$ cat src/rtl/maxnet_pkg.sv
// Shared constants and types for the Maxnet winner-take-all datapath.
package maxnet_pkg;

    localparam int DATA_W    = 32;
    localparam int N         = 4;
    localparam int NUM_WORDS = N + N * N;
    localparam int WCNT_W    = $clog2(NUM_WORDS);

    typedef enum logic [1:0] {
        LD_IDLE  = 2'd0,
        LD_LOAD  = 2'd1,
        LD_START = 2'd2,
        LD_BUSY  = 2'd3
    } ld_state_t;

endpackage : maxnet_pkg

$ cat src/rtl/maxnet_word_buf.sv
// Frame buffer: indexed single-word writes, whole frame presented in parallel.
module maxnet_word_buf #(
    parameter int DATA_W = 32,
    parameter int N      = 4,
    parameter int IDX_W  = $clog2(N + N * N)
) (
    input  logic                    clk,
    input  logic                    rst_n,
    input  logic                    we,
    input  logic [IDX_W-1:0]        idx,
    input  logic [DATA_W-1:0]       wdata,
    output logic [N*DATA_W-1:0]     x_flat,
    output logic [N*N*DATA_W-1:0]   w_flat
);

    localparam int FRAME_WORDS = N + N * N;

    logic [DATA_W-1:0] mem_q [FRAME_WORDS];
    logic [DATA_W-1:0] mem_d [FRAME_WORDS];

    // Next-state of the buffer: only the addressed word changes on a write.
    always_comb begin
        for (int i = 0; i < FRAME_WORDS; i++) begin
            mem_d[i] = mem_q[i];
        end
        if (we && (idx < IDX_W'(FRAME_WORDS))) begin
            mem_d[idx] = wdata;
        end else begin
            mem_d[0] = mem_q[0];
        end
    end

    // Buffer storage, cleared on reset.
    always_ff @(posedge clk or negedge rst_n) begin
        if (!rst_n) begin
            for (int i = 0; i < FRAME_WORDS; i++) begin
                mem_q[i] <= {DATA_W{1'b0}};
            end
        end else begin
            for (int i = 0; i < FRAME_WORDS; i++) begin
                mem_q[i] <= mem_d[i];
            end
        end
    end

    // Words 0..N-1 are the activations, the rest are the weights.
    for (genvar g = 0; g < N; g++) begin : g_x
        assign x_flat[g*DATA_W +: DATA_W] = mem_q[g];
    end
    for (genvar g = 0; g < N * N; g++) begin : g_w
        assign w_flat[g*DATA_W +: DATA_W] = mem_q[N + g];
    end

endmodule : maxnet_word_buf

$ cat src/rtl/maxnet_input_loader.sv
// Maxnet input loader: captures one X/W frame from a valid/ready stream,
// announces it with a start pulse and holds it until the consumer is done.
module maxnet_input_loader #(
    parameter int DATA_W = maxnet_pkg::DATA_W,
    parameter int N      = maxnet_pkg::N
) (
    input  logic                    clk,
    input  logic                    rst_n,
    input  logic [DATA_W-1:0]       in_data,
    input  logic                    in_valid,
    output logic                    in_ready,
    input  logic                    in_last,
    output logic [N*DATA_W-1:0]     x_flat,
    output logic [N*N*DATA_W-1:0]   w_flat,
    output logic                    start,
    output logic                    busy,
    input  logic                    cons_done,
    output logic                    frame_err
);

    import maxnet_pkg::*;

    localparam int FRAME_WORDS = N + N * N;
    localparam int CNT_W       = $clog2(FRAME_WORDS);
    localparam logic [CNT_W-1:0] LAST_IDX = CNT_W'(FRAME_WORDS - 1);

    ld_state_t        state_q, state_d;
    logic [CNT_W-1:0] wcnt_q, wcnt_d;
    logic             in_ready_q, in_ready_d;
    logic             start_q, start_d;
    logic             busy_q, busy_d;
    logic             frame_err_q, frame_err_d;
    logic             xfer_s;
    logic             we_s;
    logic             err_s;

    assign xfer_s = in_valid & in_ready_q;

    // Frame FSM: counts accepted words and validates the in_last position.
    always_comb begin
        state_d = state_q;
        wcnt_d  = wcnt_q;
        we_s    = 1'b0;
        err_s   = 1'b0;
        case (state_q)
            LD_IDLE: begin
                if (xfer_s && in_last) begin
                    err_s  = 1'b1;
                    wcnt_d = {CNT_W{1'b0}};
                end else if (xfer_s) begin
                    we_s    = 1'b1;
                    wcnt_d  = CNT_W'(1);
                    state_d = LD_LOAD;
                end else begin
                    state_d = LD_IDLE;
                end
            end
            LD_LOAD: begin
                if (xfer_s && (wcnt_q == LAST_IDX) && in_last) begin
                    we_s    = 1'b1;
                    wcnt_d  = {CNT_W{1'b0}};
                    state_d = LD_START;
                end else if (xfer_s && ((wcnt_q == LAST_IDX) || in_last)) begin
                    err_s   = 1'b1;
                    wcnt_d  = {CNT_W{1'b0}};
                    state_d = LD_IDLE;
                end else if (xfer_s) begin
                    we_s   = 1'b1;
                    wcnt_d = wcnt_q + CNT_W'(1);
                end else begin
                    state_d = LD_LOAD;
                end
            end
            LD_START: begin
                state_d = LD_BUSY;
            end
            LD_BUSY: begin
                if (cons_done) begin
                    state_d = LD_IDLE;
                end else begin
                    state_d = LD_BUSY;
                end
            end
            default: begin
                state_d = LD_IDLE;
                wcnt_d  = {CNT_W{1'b0}};
            end
        endcase
    end

    // Outputs are decoded from the next state so they can be registered.
    always_comb begin
        in_ready_d  = (state_d == LD_IDLE) || (state_d == LD_LOAD);
        start_d     = (state_d == LD_START);
        busy_d      = (state_d == LD_START) || (state_d == LD_BUSY);
        frame_err_d = err_s;
    end

    // State, counter and output registers.
    always_ff @(posedge clk or negedge rst_n) begin
        if (!rst_n) begin
            state_q     <= LD_IDLE;
            wcnt_q      <= {CNT_W{1'b0}};
            in_ready_q  <= 1'b0;
            start_q     <= 1'b0;
            busy_q      <= 1'b0;
            frame_err_q <= 1'b0;
        end else begin
            state_q     <= state_d;
            wcnt_q      <= wcnt_d;
            in_ready_q  <= in_ready_d;
            start_q     <= start_d;
            busy_q      <= busy_d;
            frame_err_q <= frame_err_d;
        end
    end

    assign in_ready  = in_ready_q;
    assign start     = start_q;
    assign busy      = busy_q;
    assign frame_err = frame_err_q;

    maxnet_word_buf #(
        .DATA_W (DATA_W),
        .N      (N),
        .IDX_W  (CNT_W)
    ) u_word_buf (
        .clk    (clk),
        .rst_n  (rst_n),
        .we     (we_s),
        .idx    (wcnt_q),
        .wdata  (in_data),
        .x_flat (x_flat),
        .w_flat (w_flat)
    );

endmodule : maxnet_input_loader

$ cat config.mk
export PLATFORM = sky130hd
export DESIGN_NAME = maxnet_input_loader
export DESIGN_NICKNAME = d
export VERILOG_FILES = /design/src/rtl/maxnet_pkg.sv /design/src/rtl/maxnet_word_buf.sv /design/src/rtl/maxnet_input_loader.sv
export SDC_FILE = /design/constraint.sdc
export NUM_CORES = 1
export LEC_CHECK = 0
export ABC_CLOCK_PERIOD_IN_PS = 4450
export CAP_MARGIN = 20
export CORE_AREA = 2 2 264 266
export CTS_CLUSTER_DIAMETER = 60
export CTS_CLUSTER_SIZE = 10
export DETAILED_ROUTE_END_ITERATION = 16
export DIE_AREA = 0 0 266 268
export MAX_ROUTING_LAYER = met4
export PLACE_DENSITY = 0.59
export SETUP_SLACK_MARGIN = 0.15
export SLEW_MARGIN = 20
export SYNTH_ARGS = -nofsm -noshare
export SYNTH_HDL_FRONTEND = slang
export SYNTH_SLANG_ARGS = --single-unit
export TNS_END_PERCENT = 5
$ cat constraint.sdc
create_clock -name clk -period 4.45 [get_ports clk]
set_clock_uncertainty 0.2 [all_clocks]
set_input_delay 0.89 -clock clk [delete_from_list [all_inputs] [get_ports clk]]
set_output_delay 0.89 -clock clk [all_outputs]
set_load 0.01 [all_outputs]
Word level (Yosys, flattened, before mapping) --
Index checks and enable logic that the tools add are counted.
Storage, ports and cells: register bits after elaboration 651, bits of input ports 37, output and inout port bits 644, logic and storage cells 79
Cells by class: add/sub/neg operators 1, order comparisons 3, equality and inequality tests 9, multiplexer cells 25, bitwise gates (word level) 2, reductions and logical operators 13
Operators by type and width (count):
- 640-bit bitwise mux | 1
- 32-bit demux with 5-bit select | 1
- 32-bit 2-to-1 mux | 1
- 5-bit 2-to-1 mux | 5
- 2-bit 2-to-1 mux | 5
- 5-bit case mux with 2 select lines | 1
- 2-bit equality test, second input constant | 4
- 1-bit 2-to-1 mux | 8
- 2-bit case mux with 4 select lines | 1
- 6-bit >= comparator, second input constant | 1
- 1-bit logical AND | 6
- 6-bit by 1-bit less-than comparator with 1-bit output, second input constant | 1
- 5-bit NOT with 6-bit output | 1
- 5-bit by 1-bit adder with 5-bit output, second input constant | 1
- 5-bit equality test, second input constant | 1
- 5-bit less-than comparator, second input constant | 1
- 2-bit by 1-bit equality test with 1-bit output, second input constant | 2
- 2-bit logical NOT | 2
- 4-bit inequality test, second input constant | 1
- 1-bit case mux with 2 select lines | 2
- 1-bit logical OR | 3
- 3-bit inequality test, second input constant | 1
- 3-bit AND reduction | 1
- 2-bit nonzero test | 1
- 1-bit AND | 1

Logic depth before layout (Yosys ltp) --
depth in word-level cells 8, depth in mapped cells 8, mapped depth without buffers 6

Cells and area by module --
Synthesis repeated with hierarchy kept, for this count alone.
Second synthesis, totals: cell total of the unflattened synthesis 1496, area, all modules 24704.9 µm²
Modules (own cells, without submodules):
- maxnet_word_buf | times used 1, cells each 1443, area an instance 24159.4 µm², seq. area each 16015.4 µm²
- maxnet_input_loader | times used 1, cells each 53, area an instance 545.5 µm², seq. area each 250.2 µm²

Worst setup path after synthesis --
No wires, ideal clock.
path type input -> register, start in in_valid, end reg u_word_buf.mem_q (netlist bit u_word_buf.w_flat[449]), setup time 0.125 ns, data arrival time 2.447 ns, data required time 4.125 ns, slack 1.678 ns, cell stages on the path 6, path buffers 3, cell sequence buf_4 > or3b_1 > or4b_1 > buf_2 > buf_6 > mux2_4
On the way: longest elaborated chain between the ends 6, elaborated cells between the ends (all ways) 11, those cells by class mux (5); bitwise (1); reduce/logical (5)
RTL lines:
- start: declaration | line maxnet_input_loader.sv:10 | input logic in_valid,
- 1-bit AND * | line maxnet_input_loader.sv:37 | assign xfer_s = in_valid & in_ready_q;
- 1-bit 2-to-1 mux, or another cell as far along | line maxnet_input_loader.sv:50, maxnet_input_loader.sv:67
- 1-bit 2-to-1 mux / 1-bit logical AND (equally long branches) | line maxnet_input_loader.sv:63, maxnet_input_loader.sv:59
- 1-bit 2-to-1 mux | line maxnet_input_loader.sv:59 | if (xfer_s && (wcnt_q == LAST_IDX) && in_last) begin
- 1-bit case mux with 2 select lines * | line maxnet_input_loader.sv:45 | case (state_q)
- 1-bit logical AND * | line maxnet_word_buf.sv:26 | if (we && (idx < IDX_W'(FRAME_WORDS))) begin
- end signal: indexed assignment | line maxnet_word_buf.sv:37 | mem_q[i] <= {DATA_W{1'b0}};
- end signal: indexed assignment | line maxnet_word_buf.sv:41 | mem_q[i] <= mem_d[i];
- end: declaration | line maxnet_word_buf.sv:18 | logic [DATA_W-1:0] mem_q [FRAME_WORDS];
Mark *: on every way between the ends. The rest lies on a longest branch, timed or not. A chain may end at the register's enable or synchronous reset.

Final worst setup path --
start in in_valid, end reg u_word_buf.mem_q (netlist bit u_word_buf.x_flat[16])
Same word-level chain as after synthesis.

==> impl_metrics.csv <==
group,metric,value,unit
timing,timing.final.crit_share,71.5,%
routing,ant_nets,0,
status,status,"finished clean",
global_route,grt_usage,23.5,%
layout,final_net_count,2239,
timing,finalHoldViolCount,0,
routing,route.final.wire_length,82000,µm
clock_network,tritoncts,"built",
pwr,power.density_cell_area,411,mW/mm²
yosys,postSynthRegisterBits,651,
pwr,intPower,10700,µW
clock_network,cts_made_buffers,77,
yosys,synth.yosys.warnings,0,
layout,finish.utilization,51.0,%
clock_network,cts_post_setup_buffers_inserted,0,
yosys,synth.yosys.seq_area_share,66.0,%
timing,max_freq,315,MHz
setup_path,crit_slowest_cell,"sky130_fd_sc_hd__clkdlybuf4s50_1",
timing,final.setup.tns,0,ns
setup_path,worst-endpoint-arrival,3.46,ns
global_route,globalRouteOverflowTotal,0,
clock_network,post_cts_sizing_count,0,
yosys,synth.net_count,1550,
flow_run,max_capacitance_violation_count,0,
layout,drive_gt1_share,36.7,%
routing,firstDrtPassIters,4,
routing,post_drt_wl_per_cell,26.5,µm
clock_network,tritoncts_num_sinks,651,
floorplan,die_height,268,µm
clock_network,cts_max_level,3,
place,gp_congestion,0.822,
setup_path,setup.worst_path.class,"in2reg",
floorplan,fp.coreArea,0.0682,mm²
setup_path,start_kind,"input pin",
timing,max_slew.worst_pin.slew,1.14,ns
setup_path,cell_by_cell_listing_of_the_critical_path,"clkdlybuf4s50_1 > or3b_1 > nor4_2 > nand3_2 > buf_4 > mux2_2",
pwr,clock_power_share,38.7,%
routing,routed-via-count,15600,
pwr,p_leak,0.0165,µW
pwr,vdd_drop_max,0.000273,V
clock_network,path_clk_slew,0.05,ns
yosys,ys_dominant_reg_cell,"sky130_fd_sc_hd__dfrtp_1",
pwr,netSwitchingPower,3570,µW
setup_path,worst_path_largest_cell_delay,0.64,ns
global_route,grt_first_pass_wirelength,118000,µm
yosys,synthCells,1509,
clock_network,clk_latency,0.60,ns
timing,worst_slack,1.27,ns
place,dpl-instance-area,0.0327,mm²
yosys,syn_avg_cell_area,16.4,µm²
floorplan,ios,681,
routing,detailedRoute.firstIterationViolations,701,
layout,footprint_of_the_multi_input_gates,0.00790,mm²
global_route,first_global_vias,16500,
timing,finalSetupViolCount,0,
pwr,p_seq_share,46.4,%
setup_path,critical_path_required,4.73,ns
worst_hold_path,hp-class,"in2async",
place,dp_hpwl,57900,µm
routing,drt_drc_violations_left,0,
floorplan,floorplan.initialDensity,36.2,%
layout,area_growth,40.8,%
layout,regArea,0.0163,mm²
clock_network,hold_buffers,0,
timing,final.min_clock_period,3.18,ns
yosys,synth_async_sr_flop_share,100,%
timing,maxSlewHeadroom,23.6,%
yosys,synth.distinct_cells,34,
yosys,mappedNetlistArea,0.0247,mm²
pwr,netSwitchingFraction,25.0,%
global_route,grt_max_degree,103,
setup_path,kind_of_end_point_of_the_critical_path,"flip-flop",
floorplan,core.rowCount,96,
setup_path,critPathMaxFanout,21,
clock_network,cts_buffer_depth,3,
yosys,synth-edff-count,0,
place,dpl_worst_slack,0.636,ns
clock_network,cts.root.buffer_cell,"sky130_fd_sc_hd__clkbuf_16",
pwr,combPwrFrac,14.9,%
layout,finish.instance_area,0.0348,mm²
routing,avgViaCountPerCell,5.04,
pwr,post-layout-total-power,14300,µW
layout,number_of_fill_cells,5762,
timing,slew_violations,0,
global_route,antenna_found_initial,5,
timing,grt_setup_unrepaired,"false",
place,place.port_buffers,680,
floorplan,die_outline_width,266,µm
floorplan,die_area,0.0713,mm²
==> metal layers <==
layer | track usage (%) | wire length (µm) | vias to the layer above
met5 | - | 0 | -
met3 | 7.00 | 6110 | 145
li1 | - | - | 6639
met4 | 8.26 | 3050 | 0
met2 | 38.7 | 40900 | 532
met1 | 27.3 | 32000 | 8268
==> per-stage QoR <==
| step | hold WS [ns] | std cells |
|---|---|---|
| 2_1_floorplan | 0.318 | 1509 |
| 3_3_place_gp | 0.277 | 3001 |
| 3_5_place_dp | 0.278 | 3001 |
| 4_1_cts | 0.178 | 3092 |
| 5_1_grt | 0.197 | 3095 |
| 6_report | 0.150 | 3095 |
==> Yosys cell counts, types with 2 or more instances <==
library cell               instances  area [µm²]
sky130_fd_sc_hd__o21ai_0           6        30.0
sky130_fd_sc_hd__nand4b_1          2        17.5
sky130_fd_sc_hd__buf_1             8        30.0
sky130_fd_sc_hd__buf_2            41         205
sky130_fd_sc_hd__inv_1             2        7.51
sky130_fd_sc_hd__ha_1              4        50.1
sky130_fd_sc_hd__xor2_1            2        17.5
sky130_fd_sc_hd__nor2_1           12        45.0
sky130_fd_sc_hd__mux2_2          609        6860
sky130_fd_sc_hd__clkbuf_1         80         300
sky130_fd_sc_hd__a31oi_1           2        12.5
sky130_fd_sc_hd__o31ai_1           2        15.0
sky130_fd_sc_hd__a21o_1            2        15.0
sky130_fd_sc_hd__nand4_1           2        12.5
sky130_fd_sc_hd__a21oi_1           3        15.0
sky130_fd_sc_hd__nand2_1          16        60.1
sky130_fd_sc_hd__mux2_4           30         450
sky130_fd_sc_hd__nand3_1           8        40.0
sky130_fd_sc_hd__dfrtp_1         651       16300
sky130_fd_sc_hd__nand3b_1          5        37.5
sky130_fd_sc_hd__buf_6             3        33.8
sky130_fd_sc_hd__nor3_1            4        20.0
sky130_fd_sc_hd__nand2b_1          4        25.0
==> registers in the layout (all words and copies together) (netlist names) <==
signal and count:
frame_err 1, busy 1, u_word_buf.w_flat 512, state_q 2
in_ready 1, wcnt_q 5, start 1, u_word_buf.x_flat 128
==> area by class of cell <==
cell class | instances | area share [%]
flip-flops and latches | 651 | 46.9
multi-input cells | 723 | 22.7
repair buffers | 743 | 21.2
clock buffers | 81 | 5.71
well taps | 882 | 3.17
clock inverters | 10 | 0.331
inverters | 2 | 0.0216
diodes | 3 | 0.0216
==> layout by cell type, fill, tap and decap left out, types with 5 or more instances in the layout <==
cell / instances
sky130_fd_sc_hd__buf_4: 56
sky130_fd_sc_hd__mux2_4: 30
sky130_fd_sc_hd__dfrtp_1: 651
sky130_fd_sc_hd__nor2_4: 6
sky130_fd_sc_hd__o21ai_0: 6
sky130_fd_sc_hd__clkbuf_16: 79
sky130_fd_sc_hd__nand3b_1: 5
sky130_fd_sc_hd__nor2_1: 6
sky130_fd_sc_hd__clkdlybuf4s50_1: 677
sky130_fd_sc_hd__buf_12: 7
sky130_fd_sc_hd__nand2_1: 14
sky130_fd_sc_hd__nand3_2: 6
sky130_fd_sc_hd__mux2_2: 609
==> power by group through the flow <==
| stage | clock (µW) | combinational (µW) | sequential [µW] |
|---|---|---|---|
| 6_report | 5530 | 2130 | 6620 |
| 5_1_grt | 5920 | 2250 | 6670 |
| 4_1_cts | 5690 | 2170 | 6620 |
| 3_5_place_dp | 0 | 2160 | 6720 |
| 3_3_place_gp | 0 | 2140 | 6700 |
| 2_1_floorplan | 0 | 500 | 6900 |
==> worst max-delay path: cells and delay by family <==
family | cells | cell delay [ns]
AND/OR/NAND/NOR | 3 | 1.21
buffers and inverters | 2 | 1.03
multiplexers | 1 | 0.31
==> final timing paths <==
kind / end / from / cells after the start / slack [ns]
min in group clk: u_word_buf.w_flat[315]$_DFFE_PN0P_ / u_word_buf.w_flat[315]$_DFFE_PN0P_ / 1 / 0.30
max: u_word_buf.x_flat[16]$_DFFE_PN0P_ / in_valid / 6 / 1.27
min: u_word_buf.w_flat[169]$_DFFE_PN0P_ / rst_n / 1 / 0.15
max reg2reg: u_word_buf.w_flat[477]$_DFFE_PN0P_ / wcnt_q[1]$_DFFE_PN0P_ / 6 / 1.58
min reg2reg: u_word_buf.w_flat[315]$_DFFE_PN0P_ / u_word_buf.w_flat[315]$_DFFE_PN0P_ / 1 / 0.30
max in group asynchronous: u_word_buf.w_flat[443]$_DFFE_PN0P_ / rst_n / 3 / 2.77
==> kinds of logic after synthesis <==
group,share of synthesized area (%)
buffers and inverters,2.37
adder cells (fa/ha/maj),0.203
AND/OR/NAND/NOR,1.38
XOR/XNOR,0.0710
AO/OA/AOI/OAI,0.355
flip-flops,66.0
multiplexers,29.6
No activity file was read; power rests on OpenSTA's default activity.
